===== src/rtl/ctrl_pkg.sv =====
// Shared constants for the counter sequencer: FSM state encoding and count direction.
package ctrl_pkg;

  typedef logic [1:0] state_t;

  localparam state_t ST_IDLE = 2'd0;
  localparam state_t ST_RUN  = 2'd1;
  localparam state_t ST_HOLD = 2'd2;

  localparam logic DIR_UP   = 1'b1;
  localparam logic DIR_DOWN = 1'b0;

endpackage


===== src/rtl/updown_counter.sv =====
// Loadable up/down counter with modulo-2^WIDTH wrap; load has priority over enable.
module updown_counter
  import ctrl_pkg::*;
#(
  parameter int unsigned WIDTH = 8
) (
  input  logic             clk,
  input  logic             rst,
  input  logic             load,
  input  logic [WIDTH-1:0] load_val,
  input  logic             enable,
  input  logic             direction,
  output logic [WIDTH-1:0] count_out
);

  logic [WIDTH-1:0] count_q, count_d;

  always_comb begin
    count_d = count_q;
    if (load) begin
      count_d = load_val;
    end else if (enable) begin
      count_d = (direction == DIR_UP) ? count_q + WIDTH'(1) : count_q - WIDTH'(1);
    end
  end

  always_ff @(posedge clk or negedge rst) begin
    if (!rst) begin
      count_q <= '0;
    end else begin
      count_q <= count_d;
    end
  end

  assign count_out = count_q;

endmodule


===== src/rtl/counter_sequencer.sv =====
// Sequences an up/down counter job: accept a command, step once per prescaled tick until the
// target is hit, pulse done, then go idle or reload. Supports pause (HOLD) and abort.
module counter_sequencer
  import ctrl_pkg::*;
#(
  parameter int unsigned WIDTH    = 8,
  parameter int unsigned PRESCALE = 1
) (
  input  logic             clk,
  input  logic             rst,
  input  logic             cmd_valid,
  output logic             cmd_ready,
  input  logic [WIDTH-1:0] cmd_start,
  input  logic [WIDTH-1:0] cmd_target,
  input  logic             cmd_dir,
  input  logic             cmd_reload,
  input  logic             pause,
  input  logic             abort,
  output logic [WIDTH-1:0] count_out,
  output logic             busy,
  output logic             done
);

  localparam int unsigned PW = (PRESCALE > 1) ? $clog2(PRESCALE) : 1;
  localparam logic [PW-1:0] PrescLast = PW'(PRESCALE - 1);

  state_t           state_q, state_d;
  logic [PW-1:0]    presc_q, presc_d;
  logic [WIDTH-1:0] start_q, target_q;
  logic             dir_q, reload_q;
  logic             done_q, done_d;

  logic             accept;
  logic             tick;
  logic             step;
  logic             at_target;
  logic             ctr_load;
  logic             ctr_enable;
  logic [WIDTH-1:0] ctr_load_val;

  assign accept    = cmd_valid & cmd_ready;
  assign tick      = (state_q == ST_RUN) & ~pause & (presc_q == PrescLast);
  // abort wins over a same-cycle tick: no step and no done pulse
  assign step      = tick & ~abort;
  assign at_target = (count_out == target_q);

  // State register
  always_ff @(posedge clk or negedge rst) begin
    if (!rst) begin
      state_q <= ST_IDLE;
    end else begin
      state_q <= state_d;
    end
  end

  // Next-state logic
  always_comb begin
    state_d = state_q;
    unique case (state_q)
      ST_IDLE: begin
        if (accept) state_d = ST_RUN;
      end
      ST_RUN: begin
        if (abort) begin
          state_d = ST_IDLE;
        end else if (pause) begin
          state_d = ST_HOLD;
        end else if (step && at_target && !reload_q) begin
          state_d = ST_IDLE;
        end
      end
      ST_HOLD: begin
        if (abort) begin
          state_d = ST_IDLE;
        end else if (!pause) begin
          state_d = ST_RUN;
        end
      end
      default: state_d = ST_IDLE;
    endcase
  end

  // Outputs
  always_comb begin
    busy      = (state_q != ST_IDLE);
    cmd_ready = (state_q == ST_IDLE) & ~abort;
    done      = done_q;
  end

  always_comb begin
    presc_d = presc_q;
    if (accept || (busy && abort)) begin
      presc_d = '0;
    end else if (state_q == ST_RUN && !pause) begin
      presc_d = tick ? '0 : presc_q + PW'(1);
    end
  end

  assign done_d       = step & at_target;
  assign ctr_load     = accept | (step & at_target & reload_q);
  assign ctr_load_val = accept ? cmd_start : start_q;
  assign ctr_enable   = step & ~at_target;

  always_ff @(posedge clk or negedge rst) begin
    if (!rst) begin
      presc_q  <= '0;
      start_q  <= '0;
      target_q <= '0;
      dir_q    <= 1'b0;
      reload_q <= 1'b0;
      done_q   <= 1'b0;
    end else begin
      presc_q <= presc_d;
      done_q  <= done_d;
      if (accept) begin
        start_q  <= cmd_start;
        target_q <= cmd_target;
        dir_q    <= cmd_dir;
        reload_q <= cmd_reload;
      end
    end
  end

  updown_counter #(
    .WIDTH(WIDTH)
  ) u_counter (
    .clk      (clk),
    .rst      (rst),
    .load     (ctr_load),
    .load_val (ctr_load_val),
    .enable   (ctr_enable),
    .direction(dir_q),
    .count_out(count_out)
  );

endmodule


===== config.mk =====
export PLATFORM = sky130hd
export DESIGN_NAME = counter_sequencer
export DESIGN_NICKNAME = d
export VERILOG_FILES = /design/src/rtl/ctrl_pkg.sv /design/src/rtl/updown_counter.sv /design/src/rtl/counter_sequencer.sv
export SDC_FILE = /design/constraint.sdc
export NUM_CORES = 1
export LEC_CHECK = 0
export CAP_MARGIN = 40
export CORE_AREA = 2 2 56 64
export CTS_CLUSTER_DIAMETER = 150
export CTS_CLUSTER_SIZE = 14
export DETAILED_ROUTE_END_ITERATION = 7
export DIE_AREA = 0 0 58 66
export GPL_TIMING_DRIVEN = 0
export PLACE_DENSITY = 0.93
export SETUP_SLACK_MARGIN = 0.15
export SLEW_MARGIN = 20
export SYNTH_ARGS = -nofsm -noshare
export SYNTH_HDL_FRONTEND = slang
export SYNTH_SLANG_ARGS = --single-unit

===== constraint.sdc =====
create_clock -name clk -period 6.3 [get_ports clk]
set_input_delay 1.575 -clock clk [delete_from_list [all_inputs] [get_ports clk]]
set_output_delay 1.575 -clock clk [all_outputs]
set_load 0.005 [all_outputs]

==> flow_summary_export.csv, run 1 <==
group,metric,value,unit
run_status,status,"finished clean",
power,powerDensity,394.5,mW/mm2
synthesis,synth_compound_area_share,11.50,%
clock_tree,ctsResizeCount,0,
sta,maxSlewHeadroom,55.78,%
sta,fmax,0.2266,GHz
power,total_power,0.0008460,W
sta,slew_violations,0,
worst_setup_path,reg2reg_depth,8,
synthesis,synth.net_count,173,
synthesis,synth_top_area_share,44.25,%
global_route,grt_pass1_vias,1331,
worst_setup_path,crit_arrival,2.84,ns
synthesis,synth_top_family_by_area,"multiplexers",
route,drtPass1Iterations,4,
synthesis,synth-xor-area-share,7.743,%
sta,setup_tns,0,ns
finish,syn2layout_area_growth,26.40,%
sta,finalWorstSetupSlack,1.887,ns
synthesis,synth_adder_area_share,5.605,%
worst_setup_path,rr_startpoint,"dir_q",
synthesis,ys_types,38,
hold_path,hold_start,"start_q[4]",
route,drtIter0Drc,10,
sta,fin_skew,0.009336,ns
place,hpwl,2.742,mm
die,start_util,53.13,%
place,io_buffers,33,
finish,fin_area,0.002145,mm2
flow_run,cap_viol_max_count,0,
clock_tree,cts_buffer_depth,2,
route,ant_nets,0,
die,fp.dieArea,0.003828,mm2
worst_setup_path,reg2reg_slack,3.85,ns
sta,final_hold_viol_count,0,
die,rows,22,
power,irDropWorstVdd,0.0003325,V
place,place.gp.congestion,0.8919,
synthesis,muxShareOfSynthArea,17.11,%
place,dpl-instance-area,0.002067,mm2
sta,fin_crit,4.413,ns
hold_path,min_to,"start_q[4]",
die,die_h,66,um
place,place_ws,1.915,ns
finish,fin_util,67.16,%
clock_tree,clkSinkCount,30,
hold_path,hold_path_depth,1,
finish,fill_cells,230,
finish,drive_gt1_share,17.39,%
synthesis,yosys.area.top_type,"dfrtp_1",
die,die_width,58,um
clock_tree,clkTransAtPathRegs,0.09,ns
global_route,grt_max_degree,31,
route,viasPerCell,5.623,
clock_tree,cts_setup_buffers,0,
power,leakage,0.9291,nW
die,pin_count,34,
hold_path,hp-class,"flop to flop",
synthesis,yosysSeqAreaShare,44.25,%
worst_setup_path,crit_type,"primary input to output port",
worst_setup_path,cp_max_fo,6,
synthesis,ys_warn_count,0,
worst_setup_path,critPathCaptureType,"output port",
route,wl_per_cell,16.71,um
global_route,overflow,0,
finish,final_nets,213,
synthesis,synth_area_leaders,"dfrtp_1 44%, mux2_4 6.2%, xnor2_1 5.7%",
sta,tightest_slew,0.6633,ns
die,core,0.003193,mm2
sta,period_share,70.05,%
synthesis,syn_area_per_cell,11.86,um2
global_route,antenna_found_initial,0,
clock_tree,cts.hold.buffers_added,0,
clock_tree,root_buffer,"clkbuf_4",
sta,grt_setup_unrepaired,"no",
route,vias,1237,
sta,setup_viol,0,
global_route,grt_usage,22.64,%
global_route,grt_pass1_wl,6.313,mm
worst_setup_path,rr_endpoint,"u_counter.count_out[7]",
clock_tree,ctsHtreeMaxLevel,2,
finish,antenna_cells,0,
clock_tree,insertion_delay,0.34,ns
synthesis,synth_area,0.001697,mm2
synthesis,netlist_instances,143,
route,route.detailed.drc,0,
worst_setup_path,required,4.72,ns
route,wirelength,3.677,mm
clock_tree,cts_tree,"built",
synthesis,synth-simple-area-share,10.18,%
synthesis,ys_ff_latch,30,
worst_setup_path,cp-start-kind,"primary input",
clock_tree,cts_buffers,5,
==> state kept, by name, summed over array words and instances, names as in the netlist <==
signal               cells
state_q                  2
dir_q                    1
reload_q                 1
target_q                 8
u_counter.count_out      8
presc_q                  1
done                     1
start_q                  8
==> report_power, final <==
group / leakage [nW] / internal [W] / switching, W
Clock: 0.0450 / 0.0000821 / 0.0000692
Sequential: 0.360 / 0.000244 / 0.0000543
Combinational: 0.524 / 0.000224 / 0.000173
==> synth_stat cells, drive strengths merged <==
master   n
xnor2   11
a311oi   1
ha       6
a211oi   1
nor4     1
dfrtp   30
a2111o   1
nand4    2
o21a     5
nor2b    3
buf      5
nand3b   2
a21o     3
nor3b    2
a221o    1
o211ai   1
o22ai    1
a211o    1
nand2   10
o21ai    6
o21ba    1
mux2    19
nor2     4
xor2     4
nor3     4
o211a    1
inv      3
or2      1
a21oi    5
mux2i    5
fa       1
and2     2
==> worst max-delay path by stage <==
| stage | depth (start not counted) | from | endpoint |
|---|---|---|---|
| 6_report | 3 | abort | cmd_ready |
| 5_1_grt | 3 | abort | cmd_ready |
| 4_1_cts | 3 | abort | cmd_ready |
| 3_5_place_dp | 3 | abort | cmd_ready |
| 3_3_place_gp | 3 | abort | cmd_ready |
| 2_1_floorplan | 1 | abort | cmd_ready |
==> cell families (layout without fill, tap and decap cells) <==
group / count (synthesis) / count (layout)
multiplexers: 24 / 24
AND/OR/NAND/NOR: 31 / 31
AO/OA/AOI/OAI: 28 / 28
buffers and inverters: 8 / 49
flip-flops: 30 / 30
XOR/XNOR: 15 / 15
adder cells (fa/ha/maj): 7 / 7
==> worst max-delay path: stages <==
cell and delay (ns):
clkdlybuf4s50_1 0.54, nor2_2 0.20, clkdlybuf4s50_1 0.52
==> final cells by class <==
type	count	area, um2	area share (%)
buffer	5	50.05	2.334
inverter	3	11.26	0.5251
tap	36	45.04	2.100
clock buffer	5	37.54	1.750
sequential	30	750.7	35.01
clock inverter	3	40.04	1.867
multi-input combinational	105	884.6	41.25
timing repair buffer	33	325.3	15.17
==> cells in the final DEF, fill, tap and decap left out, types with 4 or more instances in the layout <==
| cell | instances |
|---|---|
| mux2_4 | 7 |
| xnor2_1 | 11 |
| mux2i_1 | 5 |
| clkdlybuf4s50_1 | 32 |
| xor2_1 | 4 |
| nor3_1 | 4 |
| nand2_1 | 10 |
| o21a_1 | 5 |
| a21oi_1 | 5 |
| buf_6 | 4 |
| dfrtp_1 | 30 |
| mux2_2 | 7 |
| o21ai_0 | 4 |
| ha_1 | 6 |
| clkbuf_4 | 5 |
| mux2_1 | 5 |
==> stage by stage <==
step | hold slack [ns] | cells
global route | 0.5247 | 220
global placement | 0.4716 | 212
floorplan | 0.4545 | 143
CTS | 0.5123 | 220
detailed placement | 0.4850 | 212
finish | 0.5077 | 220
==> layer usage <==
metal / wire length, um / global-route usage [%] / vias to the layer above / part of all wire [%]
li1: - / - / 589 / -
met1: 1428 / 24.97 / 604 / 39
met2: 2007 / 39.77 / 30 / 55
met3: 123 / 5.675 / 14 / 3.3
met4: 117 / 11.63 / 0 / 3.2
met5: 0 / 0 / - / 0
No activity file was read; power rests on OpenSTA's default activity.
==> run 2, diff against run 1 <==
--- a/config.mk
+++ b/config.mk
@@ -6,13 +6,13 @@
 export NUM_CORES = 1
 export LEC_CHECK = 0
 export CAP_MARGIN = 40
-export CORE_AREA = 2 2 56 64
+export CORE_AREA = 2 2 61 69
 export CTS_CLUSTER_DIAMETER = 150
 export CTS_CLUSTER_SIZE = 14
 export DETAILED_ROUTE_END_ITERATION = 7
-export DIE_AREA = 0 0 58 66
+export DIE_AREA = 0 0 63 71
 export GPL_TIMING_DRIVEN = 0
-export PLACE_DENSITY = 0.93
+export PLACE_DENSITY = 0.85
 export SETUP_SLACK_MARGIN = 0.15
 export SLEW_MARGIN = 20
 export SYNTH_ARGS = -nofsm -noshare
==> constraint.sdc (replaced) <==
create_clock -name clk -period 4 [get_ports clk]
set_input_delay 1 -clock clk [delete_from_list [all_inputs] [get_ports clk]]
set_output_delay 1 -clock clk [all_outputs]
set_load 0.005 [all_outputs]
==> run 2 against run 1 <==
Compared with the run above: final area up 1.6%; register-to-register slack worse by 2.2 ns; non-clock buffer count unchanged; combinational power up 53%; sequential share of layout area down 0.54 points; via count down 2.4%; cell count up 7.3%.
==> flow_summary_export.csv, run 2 (same netlist as run 1, synthesis figures left out) <==
group,metric,value,unit
run_status,status,"finished clean",
place,place.gp.congestion,0.8489,
route,route.detailed.drc,0,
sta,fin_skew,0.003793,ns
finish,syn2layout_area_growth,28.39,%
global_route,grt_pass1_wl,5.644,mm
finish,fin_util,57.12,%
flow_run,cap_viol_max_count,0,
clock_tree,cts.hold.buffers_added,0,
finish,drive_gt1_share,16.85,%
sta,fmax,0.3119,GHz
clock_tree,cts_buffer_depth,2,
sta,period_share,80.15,%
power,powerDensity,609.3,mW/mm2
global_route,grt_util_met3,5.087,%
route,vias,1207,
die,die_h,71,um
global_route,grt_use_met1,19.90,%
route,drtIter0Drc,26,
die,pin_count,34,
sta,slew_violations,0,
sta,maxSlewHeadroom,55.85,%
worst_setup_path,cp_common_cell,"clkdlybuf4s50_1",
sta,setup_viol,0,
clock_tree,ctsResizeCount,0,
sta,timing.hold.ws,0.4927,ns
worst_setup_path,critPathCaptureType,"output port",
worst_setup_path,cp_max_fo,6,
route,wirelength,3.307,mm
die,rows,24,
worst_setup_path,critPathBufInv,2,
route,wl_per_cell,14.01,um
power,irDropWorstVdd,0.0003063,V
clock_tree,ctsHtreeMaxLevel,2,
worst_setup_path,cpPeakStageDelay,0.53,ns
route,viasPerCell,5.114,
clock_tree,clkTransAtPathRegs,0.06,ns
global_route,grt.busiest_layer,"met2",
global_route,grt_usage,16.75,%
clock_tree,cts_tree,"built",
sta,fin_crit,3.206,ns
die,core,0.003814,mm2
worst_setup_path,crit_arrival,2.21,ns
clock_tree,clkSinkCount,30,
finish,final_nets,213,
sta,setup_tns,0,ns
worst_setup_path,cpMaxStageDelayCell,"clkdlybuf4s50_1",
die,start_util,44.49,%
clock_tree,cts_setup_buffers,0,
sta,final_hold_viol_count,0,
place,io_buffers,33,
route,ant_nets,0,
place,placed_cells,228,
worst_setup_path,required,3.00,ns
sta,grt_setup_unrepaired,"no",
finish,layout_common_cells,"32 x clkdlybuf4s50_1, 30 x dfrtp_1, 11 x xnor2_1",
global_route,overflow,0,
worst_setup_path,critPathTopFamily,"buffers and inverters",
global_route,grt_max_degree,31,
clock_tree,root_buffer,"clkbuf_8",
clock_tree,cts_buffers,5,
die,die_width,63,um
power,leakage,0.9323,nW
route,drtPass1Iterations,4,
worst_setup_path,cp-start-kind,"primary input",
global_route,antenna_found_initial,0,
clock_tree,insertion_delay,0.29,ns
die,fp.dieArea,0.004473,mm2
global_route,use_met2,27.30,%
finish,final_common_cell,"clkdlybuf4s50_1",
global_route,grt_pass1_vias,1221,
finish,finalNonFillerCells,236,
worst_setup_path,crit_type,"primary input to output port",
finish,antenna_cells,0,
sta,tightest_slew,0.6622,ns
place,hpwl,2.418,mm
hold_path,hp-class,"flop to flop",
worst_setup_path,path_cells,"clkdlybuf4s50_1 > nor2_2 > clkdlybuf4s50_1",
run 2: path summary, 6_finish.rpt:
| check | start | endpoint | slack (ns) | cells after the start |
|---|---|---|---|---|
| max reg2reg | dir_q | u_counter.count_out[7] | 1.67 | 8 |
| min in group asynchronous | rst | target_q[2] | 0.74 | 1 |
| min | start_q[1] | start_q[1] | 0.49 | 1 |
| min reg2reg | start_q[1] | start_q[1] | 0.49 | 1 |
| max | abort | cmd_ready | 0.79 | 3 |
| max in group asynchronous | rst | u_counter.count_out[1] | 2.83 | 1 |
run 2: metrics by stage:
step           cell area [um2]  setup WS [ns]  power (W)
4_1_cts                   2178         0.7883   0.001339
5_1_grt                   2178         0.7287   0.001429
3_3_place_gp              2092         0.8118   0.001062
6_report                  2178         0.7938   0.001327
3_5_place_dp              2087         0.7999   0.001079
2_1_floorplan             1697          1.795  0.0008830
run 2: power breakdown:
part / leakage [nW] / internal (W) / switching [W] / total (W)
logic: 0.524 / 0.000350 / 0.000255 / 0.000605
clock network: 0.0482 / 0.000138 / 0.000114 / 0.000252
registers: 0.360 / 0.000385 / 0.0000850 / 0.000470
total: 0.932 / 0.000874 / 0.000453 / 0.00133
run 2: per-layer routing:
layer / up-vias / part of all wire [%] / wire length (um)
met1: 580 / 45 / 1473
li1: 593 / - / -
met4: 0 / 2.4 / 78
met3: 8 / 4.6 / 151
met2: 26 / 48 / 1603
met5: - / 0 / 0
run 2: final cells by class:
class	count	area (um2)
Tap cell	52	65.06
Multi-Input combinational cell	105	884.6
Clock inverter	1	5.005
Timing Repair Buffer	33	325.3
Sequential cell	30	750.7
Buffer	5	50.05
Fill cell	347	1635
Inverter	3	11.26
Clock buffer	7	86.33
run 2: worst register-to-register path, delay by kind of cell, from the launching register on:
| kind | cells | cell delay (ns) |
|---|---|---|
| compound gates | 2 | 0.60 |
| xor+xnor | 1 | 0.14 |
| fa+ha+maj | 1 | 0.34 |
| buf+inv | 1 | 0.23 |
| flops | 1 | 0.40 |
| mux | 1 | 0.26 |
| simple gates | 2 | 0.25 |
